`config.mk`:
```
export PLATFORM = sky130hd
export DESIGN_NAME = tick_burst_controller_flat
export DESIGN_NICKNAME = d
export VERILOG_FILES = /design/src/rtl/tick_burst_controller_pkg.sv /design/src/rtl/tick_burst_controller_if.sv /design/src/rtl/tick_burst_controller_prescaler.sv /design/src/rtl/tick_burst_controller.sv /design/src/flat_wrapper.sv
export SDC_FILE = /design/constraint.sdc
export NUM_CORES = 1
export LEC_CHECK = 0
export ABC_CLOCK_PERIOD_IN_PS = 3500
export CORE_UTILIZATION = 45
export CTS_CLUSTER_SIZE = 16
export DETAILED_ROUTE_END_ITERATION = 10
export PLACE_DENSITY_LB_ADDON = 0.25
export RECOVER_POWER = 25
export REMOVE_ABC_BUFFERS = 1
export SYNTH_ARGS = -nofsm -noshare
export SYNTH_HDL_FRONTEND = slang
export SYNTH_SLANG_ARGS = --single-unit
```
`constraint.sdc`:
```
create_clock -name clk_i -period 3.5 [get_ports clk_i]
set_input_delay 0.35 -clock clk_i [delete_from_list [all_inputs] [get_ports clk_i]]
set_output_delay 0.35 -clock clk_i [all_outputs]
set_load 0.02 [all_outputs]
```
`src/rtl/tick_burst_controller_pkg.sv`:
```
// Shared types, default frequencies and helpers for the tick burst controller.
package tick_burst_controller_pkg;

  localparam int unsigned DEF_REF_CLK_HZ = 50_000_000;
  localparam int unsigned DEF_TICK_HZ    = 100;

  typedef enum logic [1:0] {
    ST_IDLE = 2'd0,
    ST_RUN  = 2'd1,
    ST_DONE = 2'd2
  } tbc_state_e;

  function automatic int unsigned ceil_log2(input longint unsigned value);
    int unsigned    bits;
    longint unsigned span;
    bits = 0;
    span = 1;
    while (span < value) begin
      span = span << 1;
      bits++;
    end
    return bits;
  endfunction

endpackage

```
`src/rtl/tick_burst_controller_if.sv`:
```
// Config handshake and run-control/status bundle of the tick burst controller.
interface tick_burst_controller_if #(
  parameter int unsigned DIV_WIDTH   = 26,
  parameter int unsigned COUNT_WIDTH = 16
);
  logic                   cfg_valid;
  logic                   cfg_ready;
  logic [DIV_WIDTH-1:0]   cfg_div;
  logic [COUNT_WIDTH-1:0] cfg_count;
  logic                   start;
  logic                   stop;
  logic                   tick;
  logic                   busy;
  logic                   done;
  logic [COUNT_WIDTH-1:0] ticks_left;

  modport master (
    output cfg_valid, cfg_div, cfg_count, start, stop,
    input  cfg_ready, tick, busy, done, ticks_left
  );

  modport slave (
    input  cfg_valid, cfg_div, cfg_count, start, stop,
    output cfg_ready, tick, busy, done, ticks_left
  );
endinterface

```
`src/rtl/tick_burst_controller_prescaler.sv`:
```
// Runtime-programmable up-counter that flags the last cycle of each period.
module tick_prescaler #(
  parameter int unsigned WIDTH = 26
) (
  input  logic             clk_i,
  input  logic             rst_ni,
  input  logic             clear_i,
  input  logic             enable_i,
  input  logic [WIDTH-1:0] div_i,
  output logic             flag_o
);

  logic [WIDTH-1:0] cnt_q, cnt_d;

  // div_i is never zero here, so div_i - 1 cannot wrap.
  assign flag_o = (cnt_q == div_i - WIDTH'(1));

  always_comb begin
    cnt_d = cnt_q;
    if (clear_i) begin
      cnt_d = '0;
    end else if (enable_i) begin
      cnt_d = flag_o ? '0 : cnt_q + WIDTH'(1);
    end
  end

  always_ff @(posedge clk_i or negedge rst_ni) begin
    if (!rst_ni) begin
      cnt_q <= '0;
    end else begin
      cnt_q <= cnt_d;
    end
  end

endmodule

```
`src/rtl/tick_burst_controller.sv`:
```
// Emits a burst of N one-cycle ticks (or a continuous train) at a programmable period.
// state | meaning
// IDLE  | accepting config, waiting for start
// RUN   | prescaler counting, ticks emitted
// DONE  | one-cycle pulse after the last tick of a finite burst
module tick_burst_controller
  import tick_burst_controller_pkg::*;
#(
  parameter int unsigned REF_CLK_HZ  = DEF_REF_CLK_HZ,
  parameter int unsigned TICK_HZ     = DEF_TICK_HZ,
  parameter int unsigned DIV_WIDTH   = 26,
  parameter int unsigned COUNT_WIDTH = 16,
  parameter int unsigned DEFAULT_DIV = REF_CLK_HZ / TICK_HZ
) (
  input logic                   clk_i,
  input logic                   rst_ni,
  tick_burst_controller_if.slave bus
);

  if (ceil_log2(longint'(DEFAULT_DIV) + 1) > DIV_WIDTH) begin : g_bad_default_div
    $error("DEFAULT_DIV does not fit in DIV_WIDTH bits");
  end

  tbc_state_e             state_q, state_d;
  logic [DIV_WIDTH-1:0]   div_q, div_d;
  logic [COUNT_WIDTH-1:0] count_q, count_d;
  logic [COUNT_WIDTH-1:0] left_q, left_d;
  logic                   presc_flag;
  logic                   presc_clear;
  logic                   tick;

  assign tick = (state_q == ST_RUN) && presc_flag;

  always_comb begin
    state_d = state_q;
    div_d   = div_q;
    count_d = count_q;
    left_d  = left_q;
    unique case (state_q)
      ST_IDLE: begin
        if (bus.cfg_valid) begin
          div_d   = (bus.cfg_div == '0) ? DIV_WIDTH'(1) : bus.cfg_div;
          count_d = bus.cfg_count;
        end
        // A config offered alongside start applies to this very run.
        if (bus.start) begin
          state_d = ST_RUN;
          left_d  = bus.cfg_valid ? bus.cfg_count : count_q;
        end
      end
      ST_RUN: begin
        if (tick && (count_q != '0)) begin
          left_d = left_q - COUNT_WIDTH'(1);
          if (left_q == COUNT_WIDTH'(1)) begin
            state_d = ST_DONE;
          end
        end
        if (bus.stop) begin
          state_d = ST_IDLE;
        end
      end
      ST_DONE: state_d = ST_IDLE;
      default: state_d = ST_IDLE;
    endcase
    presc_clear = (state_q == ST_RUN) && (state_d != ST_RUN);
  end

  always_ff @(posedge clk_i or negedge rst_ni) begin
    if (!rst_ni) begin
      state_q <= ST_IDLE;
      div_q   <= DIV_WIDTH'(DEFAULT_DIV);
      count_q <= '0;
      left_q  <= '0;
    end else begin
      state_q <= state_d;
      div_q   <= div_d;
      count_q <= count_d;
      left_q  <= left_d;
    end
  end

  tick_prescaler #(.WIDTH(DIV_WIDTH)) u_prescaler (
    .clk_i    (clk_i),
    .rst_ni   (rst_ni),
    .clear_i  (presc_clear),
    .enable_i (state_q == ST_RUN),
    .div_i    (div_q),
    .flag_o   (presc_flag)
  );

  assign bus.cfg_ready  = (state_q == ST_IDLE);
  assign bus.busy       = (state_q == ST_RUN);
  assign bus.done       = (state_q == ST_DONE);
  assign bus.tick       = tick;
  assign bus.ticks_left = left_q;

endmodule

```
`src/flat_wrapper.sv`:
```
// flat-port wrapper written by rule: the top's interface ports become plain ports
module tick_burst_controller_flat import tick_burst_controller_pkg::*;
#(
  parameter int unsigned REF_CLK_HZ  = DEF_REF_CLK_HZ,
  parameter int unsigned TICK_HZ     = DEF_TICK_HZ,
  parameter int unsigned DIV_WIDTH   = 26,
  parameter int unsigned COUNT_WIDTH = 16,
  parameter int unsigned DEFAULT_DIV = REF_CLK_HZ / TICK_HZ
)
  (clk_i, rst_ni, bus_cfg_valid, bus_cfg_div, bus_cfg_count, bus_start, bus_stop, bus_cfg_ready, bus_tick, bus_busy, bus_done, bus_ticks_left);
  tick_burst_controller_if #(.DIV_WIDTH(DIV_WIDTH), .COUNT_WIDTH(COUNT_WIDTH)) bus_i ();
  input logic clk_i;
  input logic rst_ni;
  input wire logic [$bits(bus_i.cfg_valid)-1:0] bus_cfg_valid;
  input wire logic [$bits(bus_i.cfg_div)-1:0] bus_cfg_div;
  input wire logic [$bits(bus_i.cfg_count)-1:0] bus_cfg_count;
  input wire logic [$bits(bus_i.start)-1:0] bus_start;
  input wire logic [$bits(bus_i.stop)-1:0] bus_stop;
  output wire logic [$bits(bus_i.cfg_ready)-1:0] bus_cfg_ready;
  output wire logic [$bits(bus_i.tick)-1:0] bus_tick;
  output wire logic [$bits(bus_i.busy)-1:0] bus_busy;
  output wire logic [$bits(bus_i.done)-1:0] bus_done;
  output wire logic [$bits(bus_i.ticks_left)-1:0] bus_ticks_left;
  assign bus_i.cfg_valid = bus_cfg_valid;
  assign bus_i.cfg_div = bus_cfg_div;
  assign bus_i.cfg_count = bus_cfg_count;
  assign bus_i.start = bus_start;
  assign bus_i.stop = bus_stop;
  assign bus_cfg_ready = bus_i.cfg_ready;
  assign bus_tick = bus_i.tick;
  assign bus_busy = bus_i.busy;
  assign bus_done = bus_i.done;
  assign bus_ticks_left = bus_i.ticks_left;
  tick_burst_controller #(.REF_CLK_HZ(REF_CLK_HZ), .TICK_HZ(TICK_HZ), .DIV_WIDTH(DIV_WIDTH), .COUNT_WIDTH(COUNT_WIDTH), .DEFAULT_DIV(DEFAULT_DIV)) u_core (.clk_i(clk_i), .rst_ni(rst_ni), .bus(bus_i));
endmodule
```
==> results_dict.tcl, run 1 <==
set metrics [dict create \
    tightest_slew_ps 2394 \
    max_cap_violations 1 \
    r2r.worst_path.cells 14 \
    whs_path_depth 1 \
    dr_wl_met2_mm 7.801 \
    hold_viol 0 \
    synthAdderAreaFrac 0.008803 \
    worstPathMaxFanout 5 \
    gp_congestion 0.8736 \
    placed_cell_area_sq_um 6721 \
    fin_nets 762 \
    fillers 1048 \
    hold_buffers 0 \
    met1Wirelength_mm 7.249 \
    clock_tree.buffer_depth 2 \
    synth.lib_cells_used.distinct 66 \
    die_h_microns 114.4 \
    cp.arrival_ps 3180 \
    post-route-period-util 1.010 \
    n_antenna_cell 0 \
    syn_inst 620 \
    syn_area_sq_um 5685 \
    crit_end "bus_tick" \
    groute.usage.overall 0.2520 \
    cts-root-buf "clkbuf_16" \
    htree_levels 3 \
    start_kind "flop" \
    outcome "finished with violations" \
    dieArea_sq_um 13090 \
    drive_above_1_share 0.2165 \
    yosys.area_share.simple 0.2447 \
    highest_layer "met4" \
    synthMuxAreaShare 0.1331 \
    grt_max_degree 44 \
    setup_tns_ps -33.27 \
    ant_nets 0 \
    fin_skew_ps 9.183 \
    drtIter0Drc 591 \
    async_flop_share 1.000 \
    post_drt_via_cell_ratio 6.034 \
    yosysSeqAreaShare 0.3801 \
    vias 5334 \
    place_hpwl_mm 11.53 \
    fp.dieW_microns 114.4 \
    setup_viol 1 \
    grt_pass1_vias 5016 \
    first_pass_iters 6 \
    r2r_start "u_core.div_q[7]" \
    fin_area_sq_um 7242 \
    startpoint "u_core.div_q[7]" \
    ys_seq_elements 86 \
    hold_path.class "reg2reg" \
    wire_per_inst_microns 18.49 \
    grt_first_pass_wirelength_mm 25.47 \
    ioPinCount 67 \
    fin_hold_ws_ps 536.1 \
    ys_warn_count 0 \
    reg2reg_to "u_core.bus.ticks_left[10]" \
    ff_latch_area_sq_um 2161 \
    drc 0 \
    fin_crit_ps 3533 \
    synth_xor_area_frac 0.05546 \
    ir_worst_vdd_mv 0.3129 \
    antenna_found_initial 0 \
    wl_met3_mm 1.004 \
    gr-total-overflow 0 \
    initial_core_util 0.4675 \
    synth_compound_area_frac 0.1292 \
    clock_sinks 86 \
    multi_input_area_sq_um 3398 \
    core-area_sq_um 12160 \
    maxSlewViolCount 44 \
    cts_tree "yes" \
    relSlewSlack -0.5957 \
    max_freq_ghz 0.2830 \
    rsz0062_at_grt "true" \
    synth_top_family_by_area "simple AND/OR/NAND/NOR gates" \
    row_count 40 \
    synthFlopType "dfrtp_1" \
    clkTransAtPathRegs_ps 70 \
    cp-end-kind "output port" \
    violations "max-capacitance violations, max-slew violations, negative setup slack" \
    setup_slack_ps -33.27 \
    rrSetupSlack_ps 0 \
    power_density_nw_per_um2 527.7 \
    cts_buffers 9 \
    crit_type "reg2out" \
    p_leak_nw 2.837 \
    synth_edf_count 0 \
    dpl_worst_slack_ps -192.9 \
    drt-total-wl_mm 16.35 \
    clkLatencyLatePin_ps 350 \
    synth.avg_cell_area_sq_um 9.170 \
    worstPathRequired_ps 3150 \
    syn_to_final_growth_pct 27.38 \
    placement.io_buffers 66 \
]
power breakdown:
part | internal (W) | leakage [nW] | switching, W
Sequential | 0.00120 | 1.07 | 0.000275
Combinational | 0.000655 | 1.62 | 0.000719
Clock | 0.000558 | 0.147 | 0.000413
worst max-delay path, cell delays in order (launching register included):
cell	delay (ps)
dfrtp_1	380
or4_4	570
buf_8	160
nor4_4	230
buf_4	160
xnor2_2	80
nor4_2	250
nand4b_1	190
nor4_4	330
nand4_2	180
nor2_2	160
buf_6	130
worst min-delay path by stage:
stage | startpoint | end
after global routing | u_core.count_q[3] | u_core.count_q[3]
after detailed placement | rst_ni | u_core.div_q[19]
final | u_core.count_q[3] | u_core.count_q[3]
after global placement | rst_ni | u_core.div_q[19]
after CTS | rst_ni | u_core.bus.ticks_left[4]
after floorplan | rst_ni | u_core.bus.ticks_left[0]
through the flow:
stage / std cells / total power (W) / utilization
floorplan: 584 / 0.002189 / -
global placement: 860 / 0.002735 / 0.5527
detailed placement: 860 / 0.002776 / 0.5527
CTS: 876 / 0.003772 / 0.5784
global route: 884 / 0.004026 / 0.5955
finish: 884 / 0.003822 / 0.5955
cell type report:
class | instances | share of cell area
clock buffer | 10 | 0.03162
clock inverter | 6 | 0.009675
inverter | 32 | 0.01659
multi-input combinational | 466 | 0.4692
sequential | 86 | 0.2984
tap | 168 | 0.02903
timing repair buffer | 116 | 0.1455
synthesized netlist by cell type, drive strengths merged (15+ instances only):
library cell,number,share of area
xnor2,24,0.037
nor2,35,0.023
mux2i,25,0.044
mux2,45,0.089
nand4,15,0.018
o21ai,28,0.025
clkbuf,26,0.017
nor4,25,0.035
nor3,22,0.019
a21oi,22,0.020
nand2,47,0.031
and3,17,0.019
dfrtp,79,0.35
nand3,38,0.033
inv,32,0.021
flip-flops by register name, indices dropped and copies added (netlist names):
register,flops
u_core.div_q,26
u_core.count_q,16
u_core.state_q,2
u_core.bus.ticks_left,16
u_core.u_prescaler.cnt_q,26
kinds of logic after synthesis:
kind of cell | count (synthesis)
AOI/OAI and AO/OA | 109
xor gates and xnor gates | 36
adders and majority gates | 4
buffers and inverters | 68
DFF | 86
muxes | 70
and+or+nand+nor | 247
layout by cell type, fill, tap and decap left out, types with 18 or more instances in the layout:
cell type,netlist,layout
nor3_1,22,22
dfrtp_1,79,79
nand2_1,47,45
nand3_1,38,38
o21ai_0,21,18
buf_4,0,40
xnor2_1,24,23
mux2_2,45,45
inv_1,32,32
mux2i_1,25,24
a21oi_1,21,20
clkdlybuf4s50_1,0,64
nor2_1,35,34
nor4_1,22,20
per-layer routing:
layer  track usage  vias to the layer above
met2        0.4113                      219
met1        0.3328                     2615
met4       0.07532                        0
met3       0.05876                       26
met5             0                        -
li1              -                     2474
repair_timing:
action | 4_1_cts | 5_1_grt
cloned | 0 | 2
hold endpoints to repair | 0 | 0
endpoints found under the setup margin | 1 | 24
buffers inserted | 0 | 6
pin swaps | 4 | 12
gates resized for setup | 9 | 37
Note: power is estimated with default switching activity, not from simulation.
==> run 2: changes to the inputs <==
--- a/config.mk
+++ b/config.mk
@@ -6,6 +6,7 @@
 export NUM_CORES = 1
 export LEC_CHECK = 0
 export ABC_CLOCK_PERIOD_IN_PS = 3500
+export CORE_MARGIN = 5
 export CORE_UTILIZATION = 45
 export CTS_CLUSTER_SIZE = 16
 export DETAILED_ROUTE_END_ITERATION = 10
==> constraint.sdc (replaced) <==
create_clock -name clk_i -period 3.5 [get_ports clk_i]
set_input_delay 0.35 -clock clk_i [delete_from_list [all_inputs] [get_ports clk_i]]
set_output_delay 0.35 -clock clk_i [all_outputs]
set_load 0.1 [all_outputs]
==> run 2 against run 1 <==
- the flow still finishes with violations (max-capacitance violations, max-slew violations, negative setup slack)
- first-iteration DRC count shrank 43%
- critical path depth fell by 2
- die area grew 14%
- count of clock-buffer cells in the layout stayed put
- sequential share of layout area increased by 0.44 points
- setup slack worse by 52 ps
- cell area shrank 1.5%
- combinational power up 30%
- core utilization decreased by 2.5 points
- total power grew 15%
- clock power rose by 15%
- clock skew barely moved
- critical path type unchanged
- critical endpoint unchanged
==> results_dict.tcl, run 2 (synthesized netlist as in run 1, its figures left out) <==
set metrics [dict create \
    worstPathRequired_ps 3150 \
    setup_slack_ps -84.92 \
    fin_crit_ps 3585 \
    fin_skew_ps 9.145 \
    clkTransAtPathRegs_ps 70 \
    grt_max_degree 70 \
    vias 5153 \
    syn_to_final_growth_pct 25.53 \
    cts-root-buf "clkbuf_16" \
    row_count 41 \
    grt_first_pass_wirelength_mm 25.71 \
    n_antenna_cell 0 \
    fin_nets 746 \
    dpl_worst_slack_ps 31.91 \
    start_kind "flop" \
    placement.io_buffers 66 \
    gp_congestion 0.9340 \
    layout_common_cells "dfrtp_1, clkdlybuf4s50_1, nand2_1" \
    startpoint "u_core.div_q[4]" \
    wire_per_inst_microns 17.82 \
    dieArea_sq_um 14980 \
    cp-end-kind "output port" \
    dp.cells 848 \
    die_h_microns 122.4 \
    cts_buffers 9 \
    drtIter0Drc 337 \
    relSlewSlack -0.1902 \
    antenna_found_initial 0 \
    cp.arrival_ps 3230 \
    post-route-period-util 1.024 \
    post_drt_via_cell_ratio 5.909 \
    r2r_start "u_core.div_q[4]" \
    drt-total-wl_mm 15.54 \
    groute.usage.overall 0.2160 \
    tightest_slew_ps 1785 \
    ant_nets 0 \
    ioPinCount 67 \
    final_common_cell "dfrtp_1" \
    drive_above_1_share 0.1971 \
    power_density_nw_per_um2 614.7 \
    outcome "finished with violations" \
    rsz0062_at_grt "true" \
    place_hpwl_mm 11.23 \
    hold_path.class "in2async" \
    violations "max-capacitance violations, max-slew violations, negative setup slack" \
    grt_pass1_vias 5181 \
    instances_no_fill 872 \
    clock_sinks 86 \
    first_pass_iters 5 \
    drc 0 \
    setup_viol 1 \
    maxSlewViolCount 70 \
    p_leak_nw 2.793 \
    crit_type "reg2out" \
    cts_tree "yes" \
    hold_buffers 0 \
    clock_tree.buffer_depth 2 \
    htree_levels 3 \
    ir_worst_vdd_mv 0.7359 \
    initial_core_util 0.4542 \
    clkLatencyLatePin_ps 350 \
    max_freq_ghz 0.2789 \
    hold_viol 0 \
    core-area_sq_um 12520 \
    gr-total-overflow 0 \
    reg.largest.list "u_core.div_q x26, u_core.u_prescaler.cnt_q x26" \
    max_cap_violations 1 \
    fp.dieW_microns 122.4 \
    worstPathMaxFanout 5 \
]
-- run 2: cell types whose count changed in the layout (fill, tap and decap cells not counted), moves of 3 or more --
cell	change
buf_4	-6
o21ai_0	+3
buf_12	+3
clkdlybuf4s50_1	-3
buf_6	-6
a221oi_1	+5
nor2_4	+3
a221oi_2	-5
-- run 2: repair_timing --
| action | CTS | global route |
|---|---|---|
| endpoints found under the setup margin | 1 | 11 |
| pin swaps | 10 | 9 |
| resized for setup | 16 | 5 |
| buffers inserted | 6 | 2 |
-- run 2: final timing paths --
check / end / slack, ps / cells after the start
min reg2reg: u_core.count_q[7] / 540 / 1
max reg2reg: u_core.bus.ticks_left[2] / 140 / 9
max in group asynchronous: u_core.div_q[16] / 1860 / 2
max: bus_tick / -80 / 9
min: u_core.bus.ticks_left[0] / 480 / 1
min in group clk_i: u_core.count_q[7] / 540 / 1
-- run 2: area by class of cell --
type	count	area [sq um]
fillers	1170	5380
multi-input cells	466	3351
flip-flops and latches	86	2161
repair buffers	100	942.2
clock buffers	10	239.0
well taps	172	215.2
inverters	32	120.1
clock inverters	6	108.9
-- run 2: layer usage --
| metal | vias up | GRT usage | wire length (microns) |
|---|---|---|---|
| li1 | 2462 | - | - |
| met1 | 2499 | 0.2837 | 7032 |
| met2 | 164 | 0.3521 | 7336 |
| met3 | 28 | 0.04147 | 840 |
| met4 | 0 | 0.08537 | 330 |
| met5 | - | 0 | 0 |
-- run 2: worst max-delay path: stages, from the launching register on --
cell and delay, ps:
dfrtp_1 380, or4_4 620, or4_4 570, nor2_4 140, xnor2_2 120, nand4b_1 170
nor4_4 350, nand4_2 200, nor2_4 160, buf_12 180
-- run 2: report_power, final --
part | switching [W] | total, W | leakage [nW] | internal [W]
Sequential | 0.000284 | 0.00149 | 1.07 | 0.00120
Combinational | 0.00116 | 0.00178 | 1.55 | 0.000622
Clock | 0.000407 | 0.00112 | 0.172 | 0.000716
Total | 0.00185 | 0.00439 | 2.79 | 0.00254
-- run 2: per-stage QoR --
stage,cell area [sq um],hold WS [ps],setup TNS (ps),total power (W),util
global route,7137,555.1,-218.8,0.004603,0.5702
detailed placement,6621,525.3,0,0.003210,0.5290
finish,7137,478.9,-84.92,0.004387,0.5702
global placement,6621,513.6,0,0.003188,0.5290
floorplan,5529,54.41,-15060,0.002668,-
CTS,7096,169.6,-102.2,0.004398,0.5669
==> run 3: changes to the inputs <==
--- a/config.mk
+++ b/config.mk
@@ -5,7 +5,7 @@
 export SDC_FILE = /design/constraint.sdc
 export NUM_CORES = 1
 export LEC_CHECK = 0
-export ABC_CLOCK_PERIOD_IN_PS = 3500
+export ABC_CLOCK_PERIOD_IN_PS = 4000
 export CORE_MARGIN = 5
 export CORE_UTILIZATION = 45
 export CTS_CLUSTER_SIZE = 16
@@ -13,6 +13,8 @@
 export PLACE_DENSITY_LB_ADDON = 0.25
 export RECOVER_POWER = 25
 export REMOVE_ABC_BUFFERS = 1
+export SKIP_CTS_REPAIR_TIMING = 1
 export SYNTH_ARGS = -nofsm -noshare
 export SYNTH_HDL_FRONTEND = slang
 export SYNTH_SLANG_ARGS = --single-unit
+export TNS_END_PERCENT = 20
==> constraint.sdc (replaced) <==
create_clock -name clk_i -period 4 [get_ports clk_i]
set_input_delay 0.4 -clock clk_i [delete_from_list [all_inputs] [get_ports clk_i]]
set_output_delay 0.4 -clock clk_i [all_outputs]
set_load 0.1 [all_outputs]
==> run 3 against run 2 <==
- the flow finishes with violations (max-capacitance violations, max-slew violations)
- cell area down 3.6%
- largest power group unchanged
- die area unchanged
- clock skew down 1.1 ps
- via count down 0.76%
- first-iteration DRC count down 1.2%
- total power down 15%
- core utilization down 2.0 points
- global-route usage down 0.25 points
- routed wire length up 2.0%
- combinational power down 17%
==> results_dict.tcl, run 3 (synthesized netlist as in run 1, its figures left out) <==
set metrics [dict create \
    outcome "finished with violations" \
    violations "max-capacitance violations, max-slew violations" \
    worstHoldStart "u_core.div_q[25]" \
    cts_tree "yes" \
    placed_cell_area_sq_um 6514 \
    ioPinCount 67 \
    layout_common_cells "dfrtp_1, clkdlybuf4s50_1, nand2_1" \
    fin_skew_ps 8.013 \
    fin_area_sq_um 6882 \
    clkLatencyLatePin_ps 350 \
    cts_buffers 9 \
    final_common_cell "dfrtp_1" \
    core-area_sq_um 12520 \
    hold_viol 0 \
    grt_first_pass_wirelength_mm 25.07 \
    cts-root-buf "clkbuf_16" \
    place_hpwl_mm 11.41 \
    clkTransAtPathRegs_ps 60 \
    initial_core_util 0.4542 \
    final_core_util 0.5498 \
    setup_slack_ps 191.7 \
    drc 0 \
    max_cap_violations 1 \
    cp-end-kind "output port" \
    max_freq_ghz 0.2626 \
    r2r_start "u_core.div_q[4]" \
    post-route-period-util 0.9521 \
    groute.usage.overall 0.2135 \
    gr-total-overflow 0 \
    htree_levels 3 \
    fin_nets 726 \
    start_kind "flop" \
    crit_type "reg2out" \
    power_w 0.003722 \
    ant_nets 0 \
    n_antenna_cell 0 \
    grt_pass1_vias 4953 \
    worstPathMaxFanout 10 \
    syn_to_final_growth_pct 21.04 \
    die_h_microns 122.4 \
    grt_max_degree 57 \
    drive_above_1_share 0.1544 \
    post_drt_via_cell_ratio 6.002 \
    first_pass_iters 5 \
    p_leak_nw 2.654 \
    wire_per_inst_microns 18.61 \
    path_buf_inv 1 \
    drtIter0Drc 333 \
    reg.largest.list "u_core.div_q x26, u_core.u_prescaler.cnt_q x26" \
    vias 5114 \
    power_density_nw_per_um2 540.9 \
    dp.cells 833 \
    drt-total-wl_mm 15.85 \
    ir_worst_vdd_mv 0.5736 \
    critPathSlowestCell "or4_4" \
    antenna_found_initial 0 \
    setup_viol 0 \
    dpl_worst_slack_ps 410.7 \
    cp.arrival_ps 3410 \
    startpoint "u_core.div_q[4]" \
    worstPathRequired_ps 3600 \
    hold_path.class "reg2reg" \
    relSlewSlack -1.102 \
    placement.io_buffers 66 \
    maxSlewViolCount 57 \
    gp_congestion 0.9159 \
    row_count 41 \
    instances_no_fill 852 \
    clock_tree.buffer_depth 2 \
    dieArea_sq_um 14980 \
    fp.dieW_microns 122.4 \
    rrSetupSlack_ps 520 \
    slowest_delay_ps 610 \
    tightest_slew_ps 3154 \
    path_delay_family "simple AND/OR/NAND/NOR gates" \
    worstPathCellList "or4_4 -> or4_4 -> o21ai_2 -> and3_1 -> nand3_1 -> nor4_4 -> nand4_2 -> nor2_2 -> buf_12" \
    cpMostUsedCell "or4_4" \
    rsz0062_at_grt "false" \
    clock_sinks 86 \
    fin_crit_ps 3808 \
]
run 3: cell count changes in the layout (fill, tap and decap cells not counted), sizes merged:
| cell | previous run | this run |
|---|---|---|
| buf | 38 | 15 |
| bufinv | 3 | 2 |
| clkbuf | 11 | 12 |
| clkdlybuf4s50 | 61 | 63 |
| or4 | 5 | 6 |
run 3: stage by stage:
step | hold slack [ps] | setup TNS, ps
floorplan | 104.4 | -2518
global placement | 510.7 | 0
detailed placement | 519.0 | 0
CTS | 141.1 | 0
global route | 554.3 | 0
finish | 531.8 | 0
run 3: final cells by class:
cell class,instances,area [sq um]
tap,172,215.2
sequential,86,2162
fill,1200,5635
clock inverter,5,82.58
clock buffer,11,242.7
timing repair buffer,79,772.0
inverter,32,120.1
multi-input combinational,467,3287
run 3: routing by layer:
metal | up-vias | GRT usage | wire (microns)
met5 | - | 0 | 0
met4 | 0 | 0.05668 | 284
met3 | 23 | 0.05622 | 972
met2 | 185 | 0.3373 | 7373
met1 | 2487 | 0.2915 | 7223
li1 | 2419 | - | -
run 3: worst register-to-register path: stages, from the launching register on:
cell and delay (ps):
dfrtp_2 470, or4_2 770, nor4_4 420, nand2_1 160
mux2i_1 140, o31ai_1 360, nand2_1 160, nand4_2 180
buf_4 160, or3b_2 450, mux2i_1 130
run 3: final timing paths:
| kind | end | depth (start not counted) |
|---|---|---|
| worst min-delay path | u_core.div_q[25] | 1 |
| worst max-delay path | bus_tick | 9 |
| max in group asynchronous | u_core.div_q[20] | 1 |
| worst max register to register | u_core.u_prescaler.cnt_q[22] | 10 |
| min in group asynchronous | u_core.count_q[7] | 1 |
| worst min register to register | u_core.div_q[25] | 1 |
run 3: power breakdown:
part	internal, W	switching (W)	leakage, nW
Combinational	0.000496	0.000977	1.43
Sequential	0.00105	0.000274	1.07
Clock	0.000566	0.000356	0.160
